<file path="src/rtl/control_sequencer.sv">
// Multi-cycle control sequencer: fetch (T0-T2), decode/execute (T3-T5) with a
// memory wait state in T1, a sticky HALT and a completed-ALU-instruction counter.
module control_sequencer (
    input  logic        clock,
    input  logic        clear,
    input  logic        run,
    input  logic        mem_ready,
    input  logic [31:0] IR,
    output logic [31:0] Rout,
    output logic [31:0] Rin,
    output logic        IRin,
    output logic        MARin,
    output logic        RYin,
    output logic        MDRread,
    output logic        RZout,
    output logic        RBin,
    output logic        PCjump,
    output logic [15:0] ALUControl,
    output logic        busy,
    output logic        halted,
    output logic        illegal,
    output logic [15:0] instr_count
);

    typedef enum logic [2:0] {
        S_IDLE,
        S_T0,
        S_T1,
        S_T2,
        S_T3,
        S_T4,
        S_T5,
        S_HALT
    } state_t;

    localparam int unsigned ZLOW_BIT = 19;
    localparam int unsigned PC_BIT   = 20;
    localparam int unsigned MDR_BIT  = 21;

    state_t      r_state;
    state_t      w_next;
    logic [15:0] r_instr_count;

    logic [4:0]  w_opcode;
    logic [3:0]  w_ra;
    logic [3:0]  w_rb;
    logic [3:0]  w_rc;
    logic        w_is_alu;
    logic        w_is_halt;
    logic        w_is_nop;
    logic        w_unused;

    assign w_opcode  = IR[31:27];
    assign w_ra      = IR[26:23];
    assign w_rb      = IR[22:19];
    assign w_rc      = IR[18:15];
    assign w_unused  = ^IR[14:0];
    assign w_is_alu  = (w_opcode >= 5'd1) && (w_opcode <= 5'd8);
    assign w_is_halt = (w_opcode == 5'd31);
    assign w_is_nop  = (w_opcode == 5'd0);

    always_ff @(posedge clock) begin
        if (clear) begin
            r_state       <= S_IDLE;
            r_instr_count <= '0;
        end else begin
            r_state <= w_next;
            if (r_state == S_T5) begin
                r_instr_count <= r_instr_count + 16'd1;
            end
        end
    end

    always_comb begin
        w_next     = r_state;
        Rout       = '0;
        Rin        = '0;
        IRin       = 1'b0;
        MARin      = 1'b0;
        RYin       = 1'b0;
        MDRread    = 1'b0;
        ALUControl = '0;
        illegal    = 1'b0;
        unique case (r_state)
            S_IDLE: w_next = run ? S_T0 : S_IDLE;
            S_T0: begin
                Rout[PC_BIT]  = 1'b1;
                MARin         = 1'b1;
                Rin[ZLOW_BIT] = 1'b1;
                w_next        = S_T1;
            end
            // PC reload is held off until the read completes so wait states
            // do not advance the PC more than once.
            S_T1: begin
                Rout[ZLOW_BIT] = 1'b1;
                MDRread        = 1'b1;
                Rin[MDR_BIT]   = 1'b1;
                Rin[PC_BIT]    = mem_ready;
                w_next         = mem_ready ? S_T2 : S_T1;
            end
            S_T2: begin
                Rout[MDR_BIT] = 1'b1;
                IRin          = 1'b1;
                w_next        = S_T3;
            end
            S_T3: begin
                if (w_is_alu) begin
                    Rout   = 32'd1 << w_rb;
                    RYin   = 1'b1;
                    w_next = S_T4;
                end else if (w_is_halt) begin
                    w_next = S_HALT;
                end else begin
                    illegal = !w_is_nop;
                    w_next  = run ? S_T0 : S_IDLE;
                end
            end
            S_T4: begin
                Rout          = 32'd1 << w_rc;
                Rin[ZLOW_BIT] = 1'b1;
                ALUControl    = 16'(w_opcode) + 16'd11;
                w_next        = S_T5;
            end
            S_T5: begin
                Rout[ZLOW_BIT] = 1'b1;
                Rin            = 32'd1 << w_ra;
                w_next         = run ? S_T0 : S_IDLE;
            end
            S_HALT: w_next = S_HALT;
            default: w_next = S_IDLE;
        endcase
    end

    assign RZout       = 1'b0;
    assign RBin        = 1'b0;
    assign PCjump      = 1'b0;
    assign busy        = (r_state != S_IDLE) && (r_state != S_HALT);
    assign halted      = (r_state == S_HALT);
    assign instr_count = r_instr_count;

endmodule

</file>
<file path="config.mk">
export PLATFORM = sky130hd
export DESIGN_NAME = control_sequencer
export DESIGN_NICKNAME = d
export VERILOG_FILES = /design/src/rtl/control_sequencer.sv
export SDC_FILE = /design/constraint.sdc
export NUM_CORES = 1
export LEC_CHECK = 0
export ABC_AREA = 1
export BUFFER_PORTS_ARGS = -buffer_cell sky130_fd_sc_hd__buf_2
export CORE_MARGIN = 2
export CORE_UTILIZATION = 45
export DETAILED_ROUTE_END_ITERATION = 8
export GPL_TIMING_DRIVEN = 0
export PLACE_DENSITY = 0.88
export REMOVE_ABC_BUFFERS = 1
export SLEW_MARGIN = 10
export SYNTH_ARGS = -nofsm -noshare
export SYNTH_HDL_FRONTEND = slang
export SYNTH_SLANG_ARGS = --single-unit
</file>
<file path="constraint.sdc">
create_clock -name clock -period 4.2 [get_ports clock]
set_clock_uncertainty 0.15 [all_clocks]
set_input_delay 0.42 -clock clock [delete_from_list [all_inputs] [get_ports clock]]
set_output_delay 0.42 -clock clock [all_outputs]
set_load 0.02 [all_outputs]
</file>
* After elaboration in Yosys (flattened, before gate mapping)
Cells that the tools add are included.
** Word-level totals
- Input bits :: 36
- Output and inout bits :: 106
- Bits in registers :: 19
- Logic and storage cells :: 51
** Operators by class
- Equal/unequal tests :: 9
- Add/subtract/negate cells :: 2
- Muxes and demuxes :: 24
- Reductions and logical operators :: 9
- Shift operators :: 3
- $lt $le $gt $ge :: 2
** Operators with widths (count)
- 1-bit by 4-bit left shift with 32-bit output (first input constant) :: 3
- 19-bit case mux with 2 select lines :: 1
- 32-bit two-way mux :: 1
- 3-bit case mux with 7 select lines :: 1
- 10-bit case mux with 2 select lines :: 1
- 19-bit two-way mux :: 1
- 16-bit by 1-bit adder with 16-bit output (second input constant) :: 1
- 3-bit equality test (second input constant) :: 4
- 1-bit two-way mux :: 10
- 10-bit two-way mux :: 1
- 1-bit case mux with 3 select lines :: 3
- 5-bit by 4-bit adder with 6-bit output (second input constant) :: 1
- 3-bit by 2-bit equality test with 1-bit output (second input constant) :: 2
- 3-bit two-way mux :: 2
- 6-bit two-way mux :: 1
- 2-bit OR reduction :: 3
- 5-bit equality test (second input constant) :: 1
- 5-bit by 1-bit >= comparator with 1-bit output (second input constant) :: 1
- 5-bit by 4-bit <= comparator with 1-bit output (second input constant) :: 1
- 5-bit logical NOT :: 1
- 2-bit case mux with 2 select lines :: 1
- 3-bit by 1-bit equality test with 1-bit output (second input constant) :: 1
- 3-bit logical NOT :: 1
- 3-bit != test (second input constant) :: 1
- 4 further kinds :: 5

* Depth between registers and ports, before layout
- Word-level depth :: 5
- Gate-level depth with buffers :: 8
- Gate-level depth less buffers :: 8

* Worst setup path before layout
OpenSTA, ideal clock, no wires.
- Path kind :: in2out
- Start point :: in IR[28]
- End point :: out Rout[11]
- Data arrival time :: 1440 ps
- Slack :: 2190 ps
- Path buffers :: 0
- Cell stages on the path :: 8
- Required time :: 3630 ps
- Path through :: inv_1 > ha_1 > nor2_1 > nand4_1 > nand2_4 > nor2_8 > nand2_4 > o21ai_2
** Between the ends
- Longest elaborated chain between the ends :: 4
- Elaborated cells on any way between the ends :: 5
- Those cells by class :: 2 x order compare; 2 x mux; 1 x reduce/logical
** RTL lines
- start, declared :: RTL line 8 : input logic [31:0] IR,
- 5-bit by 1-bit >= comparator with 1-bit output / 5-bit by 4-bit <= comparator with 1-bit output (equally long branches) :: RTL line 58 : assign w_is_alu = (w_opcode >= 5'd1) && (w_opcode <= 5'd8);
- 1-bit logical AND * :: RTL line 58
- 32-bit two-way mux * :: RTL line 107 : if (w_is_alu) begin
- 19-bit case mux with 2 select lines * :: RTL line 84 : unique case (r_state)
- end, declared :: RTL line 9 : output logic [31:0] Rout,
Every way passes the cells marked *; elsewhere a longest branch is shown, timed or not.

* Final worst setup path
- Start point :: reg r_state[2]
- End point :: out Rout[11]
** Between the ends
- Longest elaborated chain between the ends :: 2
- Elaborated cells on any way between the ends :: 3
- Those cells by class :: 2 x eq/ne; 1 x mux
** RTL lines
- start, declared :: RTL line 40 : state_t r_state;
- start signal, assigned :: RTL line 67 : r_state <= w_next;
- 3-bit equality test :: RTL line 84
- 19-bit case mux with 2 select lines * :: RTL line 84
Marks and branches as above.

==> impl_metrics.ini <==
[grt]
grt_busiest_layer = met2
grt_pass1_vias = 1847
grt_max_degree = 12
overflow = 0
antenna_found_initial = 0
grt_pass1_wl_um = 7534
globalRouteTotalUtil_pct = 17.39
use_met1_pct = 20.67
grt.met2_usage_pct = 32.41
met3_usage_pct = 1.688

[final_layout]
final_net_count = 449
final_common_cell = buf_2
fin_area_um2 = 2384
multi_input_area_um2 = 1296
most-common-layout-cells = buf_2, nor2_1, nand2_1, inv_1, conb_1
syn2layout_area_growth_pct = 16.37
layout-drive-gt1-share_pct = 28.26
diodes = 0
fillers = 429
register_area_um2 = 380.4
fin_util_pct = 54.37

[synthesis]
yosys.cell_types.count = 32
synth_warnings = 0
synth_area_per_cell_um2 = 6.302
synth_seq_cells = 19
seq_area_frac_synth_pct = 18.57
syn_area_um2 = 2048
synth_cells = 325

[timing]
final_hold_viol_count = 0
final.setup.tns_ns = 0
period_needed_ns = 2.447
rsz0062_at_grt = false
hold_ws_ns = 0.3343
drv_slew = 0
clock.fmax_mhz = 408.7
setup_viol = 0
finalCritPeriodShare_pct = 58.25

[drt]
wirelength_um = 4633
firstDrtPassIters = 4
drc_errors = 0
route.vias.total = 2184
ant_nets = 0
dr.first_iter.drc_count = 73
routedWlPerCell_um = 10.09
vias_per_cell = 4.758

[cts]
clk_pin_slew_worst_paths_ns = 0.07
htreeDepth = 1
clockBufferDepth = 2
post_cts_buffers = 0
cts_hold_buf = 0
cts_resized = 0
cts_sinks = 19
cts-root-buf = clkbuf_8
cts_tree = done
cts_buffers = 3
insertion_delay_ns = 0.25

[worst_setup_path]
cp_cell_sequence = inv_1, nor3_4, nand2_1, inv_1, nand2_1, o21ai_2, buf_2
r2r_setup_slack_ns = 2.52
critPathKind = reg -> out
cpLargestDelayFamily = flip-flops
rr_worst_depth = 8
cp-start-kind = flip-flop
critPathMaxStageDelay_ns = 0.56
r2r_start = instr_count[0]
arrival_ns = 1.88
timing.critical_path.buf_inv = 3
r2r-end = instr_count[14]
worst_path_max_delay_cell = dfxtp_1
crit_fanout = 8
required_ns = 3.63
cp-end-kind = output pin

[placed_design]
port_buffers = 87
dpl.hpwl_um = 3879
gp_congestion = 0.8576
placed_cell_area_um2 = 2338

[floorplan]
die_x_um = 71.47
pin_count = 142
initial_core_util_pct = 46.72
die_h_um = 71.47
die-area_um2 = 5107
core_um2 = 4384
rows = 24

[worst_hold_path]
min_from = clear
hold_class = in -> reg
hold_end = instr_count[9]
hold-path-cell-count = 2

[job]
drv_cap = 0

[power]
p_leak_nw = 1.329
finalPower_w = 0.0004525
vdd_drop_max_mv = 0.08990
p_per_area_nw_per_um2 = 189.9

[status]
status = finished clean
-- worst max-delay path by stage --
stage                     startpoint  endpoint  slack [ns]  cells after the start
final                     r_state[2]  Rout[11]        1.75                      7
after global placement        IR[28]   Rout[1]        2.01                     10
after detailed placement      IR[28]   Rout[3]        1.96                     10
after floorplan           r_state[2]   Rout[0]        2.14                      4
after CTS                 r_state[2]   Rout[3]        1.74                      7
after global routing      r_state[2]   Rout[3]        1.50                      7
-- final cells by class --
cell class	count	area share (%)
Tap cell	52	2.730
Sequential cell	19	15.96
Timing Repair Buffer	87	18.27
Multi-Input combinational cell	254	54.38
Clock buffer	4	1.890
Inverter	43	6.772
-- where the power goes --
part           leakage [nW]  switching, W  total, W  internal (W)
registers             0.153    0.00000777  0.000191      0.000183
clock network        0.0228     0.0000589  0.000126     0.0000674
logic                  1.15      0.000102  0.000135     0.0000327
total                  1.33      0.000169  0.000453      0.000283
-- metrics by stage --
step / setup slack [ns] / cells
final: 1.753 / 459
after global routing: 1.500 / 459
after CTS: 1.741 / 459
after detailed placement: 1.960 / 455
after global placement: 2.013 / 455
after floorplan: 2.144 / 316
-- cell families after synthesis --
| logic type | synth area share, % |
|---|---|
| AND/OR/NAND/NOR | 39.34 |
| AO/OA/AOI/OAI | 12.46 |
| flip-flops | 18.57 |
| other | 0.1831 |
| XOR/XNOR | 1.283 |
| adder cells (fa/ha/maj) | 3.054 |
| buffers and inverters | 25.11 |
-- worst reg2reg max path, delay by kind of cell (launching register included) --
kind	cells	cell delay, ns
flops	1	0.44
simple gates	7	0.79
fa+ha+maj	1	0.20
-- registers in the layout, indices dropped and copies added, names as in the netlist --
register and flops:
r_state 3, instr_count 16
-- per-layer routing --
| metal | up-vias | share of wire, % |
|---|---|---|
| li1 | 1125 | - |
| met1 | 972 | 41 |
| met2 | 82 | 51 |
| met3 | 5 | 6.9 |
| met4 | 0 | 0.93 |
| met5 | - | 0 |
-- synthesized netlist by cell type --
master,instances,area (um^2)
nor2_1,52,195.2
nand2_1,50,187.7
buf_4,43,322.8
inv_1,41,153.9
nand3_1,26,130.1
dfxtp_1,19,380.4
nor3_1,17,85.08
o21ai_0,15,75.07
a21oi_1,11,55.05
o21ai_2,10,87.58
nand4_1,6,37.54
ha_1,5,62.56
nand2_2,3,18.77
nand2_4,3,33.78
buf_6,2,22.52
clkbuf_1,2,7.510
inv_2,2,7.510
nor2_4,2,22.52
o21bai_1,2,15.01
xor2_1,2,17.52
a21boi_0,1,7.510
conb_1,1,3.750
nand3_4,1,17.52
nand4_4,1,21.27
nor2_8,1,20.02
nor3_4,1,16.27
nor3b_1,1,7.510
o211a_1,1,10.01
o21ai_1,1,5.000
or2_1,1,6.260
or2_2,1,6.260
xnor2_1,1,8.760
(Power assumes the default switching activity.)
